<file path="src/rtl/gate_sweep_if.sv">
// Handshake and gate-drive bundle between the sweep controller
// and its supervisor / gate under control.
interface gate_sweep_if #(
    parameter int N_IN = 2
);
    localparam int W = 1 << N_IN;

    logic            start;
    logic            abort;
    logic            gate_y;
    logic [N_IN-1:0] gate_in;
    logic            busy;
    logic            done;
    logic            pass;
    logic [W-1:0]    truth;
    logic [N_IN:0]   mismatches;

    modport master (
        output start,
        output abort,
        output gate_y,
        input  gate_in,
        input  busy,
        input  done,
        input  pass,
        input  truth,
        input  mismatches
    );

    modport slave (
        input  start,
        input  abort,
        input  gate_y,
        output gate_in,
        output busy,
        output done,
        output pass,
        output truth,
        output mismatches
    );
endinterface

</file>
<file path="src/rtl/gate_sweep_ctrl.sv">
// Exhaustive truth-table sweeper for an N-input combinational gate.
// Steps every input vector, settles, samples, then grades the table.
module gate_sweep_ctrl #(
    parameter int                   N_IN       = 2,
    parameter int                   SETTLE_CYC = 2,
    parameter logic [(1<<N_IN)-1:0] EXPECTED   = 4'b1001
) (
    input  logic         clk,
    input  logic         rst_n,
    gate_sweep_if.slave  bus
);
    localparam int W  = 1 << N_IN;
    localparam int CW = (SETTLE_CYC < 2) ? 1 : $clog2(SETTLE_CYC + 1);

    localparam logic [1:0] S_IDLE   = 2'd0;
    localparam logic [1:0] S_SETTLE = 2'd1;
    localparam logic [1:0] S_CHECK  = 2'd2;

    localparam logic [CW-1:0]   CNT_LAST = CW'(SETTLE_CYC - 1);
    localparam logic [N_IN-1:0] VEC_LAST = {N_IN{1'b1}};

    logic [1:0]      state;
    logic [CW-1:0]   cnt;
    logic [N_IN-1:0] gate_in;
    logic            busy;
    logic            done;
    logic            pass;
    logic [W-1:0]    truth;
    logic [N_IN:0]   mismatches;

    function automatic logic [N_IN:0] popcnt(input logic [W-1:0] v);
        logic [N_IN:0] c;
        c = '0;
        for (int i = 0; i < W; i++) begin
            c = c + {{N_IN{1'b0}}, v[i]};
        end
        return c;
    endfunction

    logic [W-1:0] diff;
    assign diff = truth ^ EXPECTED;

    always_ff @(posedge clk or negedge rst_n) begin
        if (!rst_n) begin
            state      <= S_IDLE;
            cnt        <= '0;
            gate_in    <= '0;
            busy       <= 1'b0;
            done       <= 1'b0;
            pass       <= 1'b0;
            truth      <= '0;
            mismatches <= '0;
        end else begin
            unique case (state)
                S_IDLE: begin
                    // abort beats start; results stay visible until accepted
                    if (bus.start && !bus.abort) begin
                        state      <= S_SETTLE;
                        gate_in    <= '0;
                        cnt        <= '0;
                        busy       <= 1'b1;
                        done       <= 1'b0;
                        pass       <= 1'b0;
                        truth      <= '0;
                        mismatches <= '0;
                    end
                end
                S_SETTLE: begin
                    if (bus.abort) begin
                        state   <= S_IDLE;
                        gate_in <= '0;
                        busy    <= 1'b0;
                        done    <= 1'b0;
                        pass    <= 1'b0;
                    end else if (cnt == CNT_LAST) begin
                        truth[gate_in] <= bus.gate_y;
                        if (gate_in == VEC_LAST) begin
                            state <= S_CHECK;
                        end else begin
                            gate_in <= gate_in + 1'b1;
                            cnt     <= '0;
                        end
                    end else begin
                        cnt <= cnt + 1'b1;
                    end
                end
                S_CHECK: begin
                    pass       <= (truth == EXPECTED);
                    mismatches <= popcnt(diff);
                    done       <= 1'b1;
                    busy       <= 1'b0;
                    gate_in    <= '0;
                    state      <= S_IDLE;
                end
                default: begin
                    state   <= S_IDLE;
                    busy    <= 1'b0;
                    gate_in <= '0;
                end
            endcase
        end
    end

    assign bus.gate_in    = gate_in;
    assign bus.busy       = busy;
    assign bus.done       = done;
    assign bus.pass       = pass;
    assign bus.truth      = truth;
    assign bus.mismatches = mismatches;
endmodule
</file>
<file path="src/flat_wrapper.sv">
// flat-port wrapper written by rule: the top's interface ports become plain ports
module gate_sweep_ctrl_flat 
#(
    parameter int                   N_IN       = 2,
    parameter int                   SETTLE_CYC = 2,
    parameter logic [(1<<N_IN)-1:0] EXPECTED   = 4'b1001
)
  (clk, rst_n, bus_start, bus_abort, bus_gate_y, bus_gate_in, bus_busy, bus_done, bus_pass, bus_truth, bus_mismatches);
  gate_sweep_if #(.N_IN(N_IN)) bus_i ();
  input  logic clk;
  input  logic rst_n;
  input wire logic [$bits(bus_i.start)-1:0] bus_start;
  input wire logic [$bits(bus_i.abort)-1:0] bus_abort;
  input wire logic [$bits(bus_i.gate_y)-1:0] bus_gate_y;
  output wire logic [$bits(bus_i.gate_in)-1:0] bus_gate_in;
  output wire logic [$bits(bus_i.busy)-1:0] bus_busy;
  output wire logic [$bits(bus_i.done)-1:0] bus_done;
  output wire logic [$bits(bus_i.pass)-1:0] bus_pass;
  output wire logic [$bits(bus_i.truth)-1:0] bus_truth;
  output wire logic [$bits(bus_i.mismatches)-1:0] bus_mismatches;
  assign bus_i.start = bus_start;
  assign bus_i.abort = bus_abort;
  assign bus_i.gate_y = bus_gate_y;
  assign bus_gate_in = bus_i.gate_in;
  assign bus_busy = bus_i.busy;
  assign bus_done = bus_i.done;
  assign bus_pass = bus_i.pass;
  assign bus_truth = bus_i.truth;
  assign bus_mismatches = bus_i.mismatches;
  gate_sweep_ctrl #(.N_IN(N_IN), .SETTLE_CYC(SETTLE_CYC), .EXPECTED(EXPECTED)) u_core (.clk(clk), .rst_n(rst_n), .bus(bus_i));
endmodule
</file>
<file path="config.mk">
export PLATFORM = sky130hd
export DESIGN_NAME = gate_sweep_ctrl_flat
export DESIGN_NICKNAME = d
export VERILOG_FILES = /design/src/rtl/gate_sweep_if.sv /design/src/rtl/gate_sweep_ctrl.sv /design/src/flat_wrapper.sv
export SDC_FILE = /design/constraint.sdc
export NUM_CORES = 1
export LEC_CHECK = 0
export CAP_MARGIN = 10
export CORE_MARGIN = 2
export CORE_UTILIZATION = 30
export DETAILED_ROUTE_END_ITERATION = 7
export GPL_ROUTABILITY_DRIVEN = 0
export PLACE_DENSITY_LB_ADDON = 0.1
export SETUP_SLACK_MARGIN = 0.3
export SLEW_MARGIN = 20
export SYNTH_ARGS = -nofsm -noshare
export SYNTH_HDL_FRONTEND = slang
export SYNTH_SLANG_ARGS = --single-unit
</file>
<file path="constraint.sdc">
create_clock -name clk -period 5.7 [get_ports clk]
set_clock_uncertainty 0.2 [all_clocks]
set_input_delay 1.14 -clock clk [delete_from_list [all_inputs] [get_ports clk]]
set_output_delay 1.14 -clock clk [all_outputs]
set_load 0.02 [all_outputs]
</file>
After elaboration in Yosys (flattened, before gate mapping):

Index checks and enable logic that the tools add are counted.

* flip-flop bits (word level): 16
* input port bits: 5
* output and inout bits: 12
* word-level logic and storage cells: 72

* $add $sub $neg: 5
* $lt $le $gt $ge: 2
* equal/unequal tests: 13
* mux-type cells: 29
* bitwise logic cells: 1
* reductions and logical operators: 14

Operators by type and width (count)
* $mux W2: 11
* $mux W4: 3
* $pmux W2 S2: 3
* $reduce_and A3 Y1: 3
* $pmux W4 S2: 1
* $reduce_and A4 Y1: 2
* $add A3 B1 Y3: 2
* $ne A3 B2 Y1 const B: 2
* $ne A3 B3 Y1 const B: 2
* $pmux W1 S3: 2
* $pmux W3 S2: 1
* $add A2 B1 Y2 const B: 2
* $bwmux W4: 1
* $eq A2 B1 Y1 const B: 2
* $eq A2 B2 Y1 const B: 2
* $eq A4 B4 Y1 const B: 1
* $mux W1: 4
* $ne A2 B1 Y1 const B: 2
* $ne A2 B2 Y1 const B: 2
* $reduce_and A2 Y1: 2
* $reduce_bool A2 Y1: 2
* $lt A2 B3 Y1 const B: 1
* $mux W3: 1
* $reduce_bool A3 Y1: 1
* other kinds (8): 9

Longest topological paths before layout:

Gate-level depths: netlist of run 1.

* depth after elaboration: 8
* mapped depth: 5
* mapped depth without buffers: 5

Worst setup path before layout of run 1:

Ideal clock, no wire load.

* kind: input-to-reg
* start: input bus_abort
* end: register u_core.pass, in the netlist u_core.bus.pass
* setup time: 130 ps
* arrival time: 1787 ps
* required time: 5370 ps
* slack: 3582 ps
* cell stages on the path: 3
* buffers on the path: 0
* cells stage by stage: or3b_2 > a21oi_1 > a221oi_1

* word-level cells in the longest chain between the ends: 4
* elaborated cells on any way between the ends: 5
* classes of those cells: eq/ne: 2; reduce/logical: 3

RTL lines
* from (decl): RTL line flat_wrapper.sv:13 `input wire logic [$bits(bus_i.abort)-1:0] bus_abort;`
* $logic_not A1 Y1: RTL line gate_sweep_ctrl.sv:57 `if (bus.start && !bus.abort) begin`
* $logic_and A1 B1 Y1: RTL line gate_sweep_ctrl.sv:57
* $ne A2 B1 Y1 (no source line)
* $reduce_and A3 Y1 (no source line) *
* to (signal assigned): RTL line gate_sweep_ctrl.sv:88 `pass <= (truth == EXPECTED);`
* to (decl): RTL line gate_sweep_ctrl.sv:27 `logic pass;`

Every way passes the cells marked *; elsewhere a longest branch is shown, timed or not.
A chain may end at the register's enable or synchronous reset.

Worst setup path in the final report of run 1:

* start: register u_core.gate_in[0], in the netlist u_core.bus.gate_in[0]
* end: output bus_gate_in[0]

RTL lines
* from (decl): RTL line gate_sweep_ctrl.sv:24 `logic [N_IN-1:0] gate_in;`
* from (signal assigned): RTL line gate_sweep_ctrl.sv:80 `gate_in <= gate_in + 1'b1;`
* to (decl): RTL line flat_wrapper.sv:15 `output wire logic [$bits(bus_i.gate_in)-1:0] bus_gate_in;`

No word-level cell between the ends.

==> results.cfg, run 1 <==
[timing]
whs_ns = 0.306
fin_crit_ns = 2.73
worst_slew_pin_slew_ns = 0.730
setup_violations = 0
min_period_over_period_pct = 47.9
hold_viol = 0
slew_headroom_pct = 51.2
rsz0062_at_grt = false
fmax_mhz = 366
finalSetupTns_ns = 0
slew_viol_final = 0

[clock_tree]
cts_tree = done
cts.sinks = 16
clk_path_buf_depth = 2
hold_buffers = 0
numCtsBuffers = 3
cts-root-buf = clkbuf_4
h-tree-depth = 1
clk_pin_slew_ns = 0.10
post-cts-setup-buffers = 0
clock_latency_ns = 0.29
cts_resized = 0

[grt]
grtUsageMet3_pct = 4.76
globalRouteOverflowTotal = 0
first_global_vias = 697
busiest_layer = met2
grt_usage_pct = 12.6
grt_pass1_wl_mm = 3.33
grtUsageMet2_pct = 18.8
gr-usage-met1_pct = 17.2
antenna_found_initial = 0
grt_max_degree = 17

[outcome]
status = complete, no violations

[synthesis]
synth_commonest_cells = 16 x dfrtp_1, 7 x a22o_1, 7 x ha_1
synth_edf_count = 0
syn_nets = 97
synth.distinct_cells = 34
ys_ff_latch = 16
ys_async_sr_fraction_pct = 100
synth_area_leader_cell = dfrtp_1
synth_warnings = 0
avgSynthCellArea_um2 = 11.1
synth.area.top_cells = dfrtp_1 43%, ha_1 9.4%, a22o_1 6.6%, o221ai_1 3.8%, a21oi_1 3.2%
synth_top_flop_cell = dfrtp_1
synth-seq-area-share_pct = 43.0
synth_area_um2 = 931
synth_top_area_share_pct = 43.0
synthCells = 84
synth_most_common_cell = dfrtp_1

[detailed_routing]
wirelength_mm = 2.00
viasPerCell = 5.38
ant_nets = 0
drc = 0
drt_iter0_drc = 13
drt_pre_antenna_iters = 4
post_drt_wl_per_cell_um = 14.9
via_count = 721

[finish]
utilization_pct = 38.3
diodes = 0
area_delta_synth_final_pct = 23.4
layout.nets = 115
drive_gt1_share_pct = 6.93
fillers = 323

[worst_setup_path]
rr_startpoint = u_core.bus.truth[0]
cp_max_fo = 6
rrSetupSlack_ns = 3.76
start_kind = register
slowest_stage = clkdlybuf4s50_1
cp_top_family = buffers and inverters
crit_type = register to primary output
cp_num_buf_inv = 1
rr_endpoint = u_core.bus.mismatches[1]
cpPeakStageDelay_ns = 0.64
arrival_ns = 1.39
worstSetupEndpointType = primary output
r2r_cells = 5
cp_cell_sequence = clkdlybuf4s50_1
required_ns = 4.36

[power]
p_per_area_nw_per_um2 = 220
ir_worst_vdd_v = 0.000136
power_mw = 0.253
p_leak_nw = 0.474

[floorplan]
core_area_um2 = 3000
pin_count = 17
fp.dieW_um = 59.7
rows = 20
die-height_um = 59.7
dieArea_um2 = 3560
floorplan.initialDensity_pct = 31.0

[hold_path]
worstHoldStart = u_core.bus.mismatches[0]
hold_path_end = u_core.bus.mismatches[0]
hold_depth = 1
hp-class = register to register

[job]
maxCapViolCount = 0

[placement]
dp_hpwl_mm = 1.43
port_buffers = 16
[kinds of logic after synthesis]
family / synth area share (%)
compound gates: 22.0
simple gates: 19.2
flops: 43.0
buf+inv: 4.17
fa+ha+maj: 11.6
[stage by stage]
step	area, um2	setup WS, ns	std cells
6_report	1150	2.97	134
5_1_grt	1150	2.90	134
4_1_cts	1150	2.95	134
3_5_place_dp	1110	2.73	130
3_3_place_gp	1110	2.78	130
2_1_floorplan	931	3.58	84
[routing by layer]
metal	vias to the layer above	share of wire (%)
met2	14	46
met4	0	0.95
met1	353	49
li1	352	-
met3	2	4.5
met5	-	0
[power by group]
part | leakage [nW] | switching [mW] | internal [mW] | total, mW
sequential | 0.217 | 0.00908 | 0.119 | 0.128
combinational | 0.236 | 0.0240 | 0.0237 | 0.0477
clock | 0.0210 | 0.0385 | 0.0390 | 0.0774
[layout make-up]
type	count	area (um2)	area share (%)
multi-input cells	60	492	42.8
well taps	33	41.3	3.59
clock buffers	4	36.3	3.16
inverters	5	18.8	1.63
repair buffers	16	160	13.9
flip-flops and latches	16	400	34.9
[layout by cell type, fill, tap and decap left out, drive strengths merged]
cell type      synthesis  final
nand2b                 3      3
a22o                   7      7
nand3b                 2      2
o21bai                 1      1
nor4bb                 1      1
dfrtp                 16     16
o32a                   1      1
fa                     1      1
or2b                   1      1
o31a                   1      1
clkdlybuf4s50          0     16
o21ai                  1      1
inv                    5      5
nor2                   1      1
a32oi                  1      1
and2b                  2      2
nor3b                  2      2
nor3                   2      2
clkbuf                 0      4
nor2b                  2      2
or3b                   1      1
a21oi                  6      6
nor4b                  1      1
nand2                  4      4
and4b                  1      1
a221oi                 1      1
and2                   1      1
a31oi                  1      1
o31ai                  2      2
and3b                  1      1
o221ai                 4      4
a2bb2oi                1      1
ha                     7      7
[sequential cells by signal (all words and copies together) (netlist names)]
register,count
u_core.bus.truth,4
u_core.bus.mismatches,3
u_core.cnt,2
u_core.bus.pass,1
u_core.bus.busy,1
u_core.bus.done,1
u_core.state,2
u_core.bus.gate_in,2
[worst max path at each step]
stage                               start         endpoint  cells past startpoint
floorplan                       bus_abort  u_core.bus.pass                      3
global placement                bus_abort  u_core.bus.pass                      4
detailed placement              bus_abort  u_core.bus.pass                      4
CTS                 u_core.bus.gate_in[0]   bus_gate_in[0]                      1
global route        u_core.bus.gate_in[0]   bus_gate_in[0]                      1
finish              u_core.bus.gate_in[0]   bus_gate_in[0]                      1
Note: power is estimated with default switching activity, not from simulation.
==> run 2: changes to the inputs <==
Clock period 5.7 ns to 2.4 ns, I/O delays scaled along.
==> results.cfg, run 2 (same netlist as run 1, synthesis figures left out) <==
[worst_setup_path]
rrSetupSlack_ns = 0.46
crit_start = u_core.bus.gate_in[1]
slowest_stage = clkdlybuf4s50_1
endpoint = bus_gate_in[1]
cp_top_family = buffers and inverters
rr_startpoint = u_core.bus.truth[0]
cp_max_fo = 5
crit_type = register to primary output
rr_endpoint = u_core.bus.mismatches[1]
worstSetupEndpointType = primary output
cp_cell_sequence = clkdlybuf4s50_1
cp.depth = 1
r2r_cells = 5
cp_num_buf_inv = 1
start_kind = register
arrival_ns = 1.37
cpPeakStageDelay_ns = 0.63
required_ns = 1.72

[finish]
area_delta_synth_final_pct = 26.1
stdcell_area_um2 = 1170
final_cells = 137
regMostFlops = u_core.bus.truth
mostFrequentLayoutCells = 16 x dfrtp_1, 15 x clkdlybuf4s50_1, 7 x a22o_1, 7 x ha_1, 6 x a21oi_1
diodes = 0
layout.nets = 118
drive_gt1_share_pct = 9.62
layout_commonest_cell = dfrtp_1
largest_reg_flops = 4
top_regs = u_core.bus.truth (4), u_core.bus.mismatches (3)

[floorplan]
die-height_um = 59.7
floorplan.initialDensity_pct = 31.0
pin_count = 17
fp.dieW_um = 59.7
rows = 20
dieArea_um2 = 3560
core_area_um2 = 3000

[power]
p_leak_nw = 0.506
p_int_mw = 0.434
combinationalPowerShare_pct = 19.3
p_sw_share_pct = 28.8
ir_worst_vdd_v = 0.000173
p_sw_mw = 0.176
p_clk_share_pct = 30.9
seq_power_share_pct = 49.8
p_per_area_nw_per_um2 = 520

[grt]
antenna_found_initial = 0
grt_pass1_wl_mm = 3.39
grt_max_degree = 17
globalRouteOverflowTotal = 0
first_global_vias = 726
grt_usage_pct = 12.9

[clock_tree]
clk_pin_slew_ns = 0.10
cts_tree = done
numCtsBuffers = 3
clock_latency_ns = 0.29
h-tree-depth = 1
cts.sinks = 16
clk_path_buf_depth = 2
post-cts-setup-buffers = 0
cts-root-buf = clkbuf_4

[timing]
finalSetupTns_ns = 0
rsz0062_at_grt = false
fin_crit_ns = 2.05
min_period_over_period_pct = 85.3
layout_setup_ws_ns = 0.352
setup_violations = 0
fmax_mhz = 488
worst_slew_pin_slew_ns = 0.532
hold_viol = 0
slew_headroom_pct = 64.5
slew_viol_final = 0

[hold_path]
hp-class = input port to asynchronous set/reset pin

[placement]
place_area_um2 = 1130
pre_cts_ws_ns = 0.259
dp_hpwl_mm = 1.44
place_inst = 133
port_buffers = 16

[detailed_routing]
ant_nets = 0
via_count = 731
drc = 0
drt_iter0_drc = 18
viasPerCell = 5.34
drt_pre_antenna_iters = 3
post_drt_wl_per_cell_um = 14.8
wirelength_mm = 2.03

[job]
maxCapViolCount = 0

[outcome]
status = complete, no violations
==> run 2: power groups by stage <==
stage,Sequential [mW],Clock (mW),Combinational [mW]
floorplan,0.312,0,0.0654
global placement,0.309,0,0.120
detailed placement,0.309,0,0.118
CTS,0.304,0.193,0.119
global route,0.308,0.199,0.131
finish,0.304,0.188,0.118
==> run 2: how the worst min path moves through the flow <==
stage,endpoint,depth (start not counted),from,slack (ns)
floorplan,u_core.bus.busy,0,rst_n,-0.02
global route,u_core.bus.mismatches[0],1,u_core.bus.mismatches[0],0.32
finish,u_core.bus.mismatches[0],2,rst_n,0.29
detailed placement,u_core.bus.mismatches[0],1,u_core.bus.mismatches[0],0.29
CTS,u_core.bus.mismatches[0],2,rst_n,0.30
global placement,u_core.bus.mismatches[0],1,u_core.bus.mismatches[0],0.29
==> run 2: layer usage <==
layer | vias to the layer above | part of all wire, % | track usage, %
met5 | - | 0 | 0
met4 | 0 | 0.98 | 5.71
met3 | 2 | 3.1 | 2.60
met2 | 13 | 46 | 19.6
met1 | 355 | 50 | 17.6
li1 | 361 | - | -
==> run 2: layout make-up <==
| type | instances | area (um2) |
|---|---|---|
| clock buffer | 4 | 36.3 |
| fill | 318 | 1830 |
| inverter | 5 | 18.8 |
| multi-input combinational | 60 | 492 |
| sequential | 16 | 400 |
| tap | 33 | 41.3 |
| timing repair buffer | 19 | 185 |
==> run 2: timing repair <==
action,CTS,global route
endpoints found under the setup margin,0,1
hold buffers,0,0
gates resized for setup,0,1
hold endpoints to repair,0,0
==> run 2: stage by stage <==
step	power, mW	utilization [%]	hold slack, ns
5_1_grt	0.638	39.1	0.324
6_report	0.610	39.1	0.292
4_1_cts	0.616	39.0	0.299
2_1_floorplan	0.378	-	-0.0156
3_3_place_gp	0.428	37.8	0.285
3_5_place_dp	0.427	37.8	0.291
==> run 3: changes to the inputs <==
Settings changed: ABC_CLOCK_PERIOD_IN_PS from default to 2400.
==> results of run 3 <==
Same layout as run 2: the final DEF is identical, and so are final timing and power.
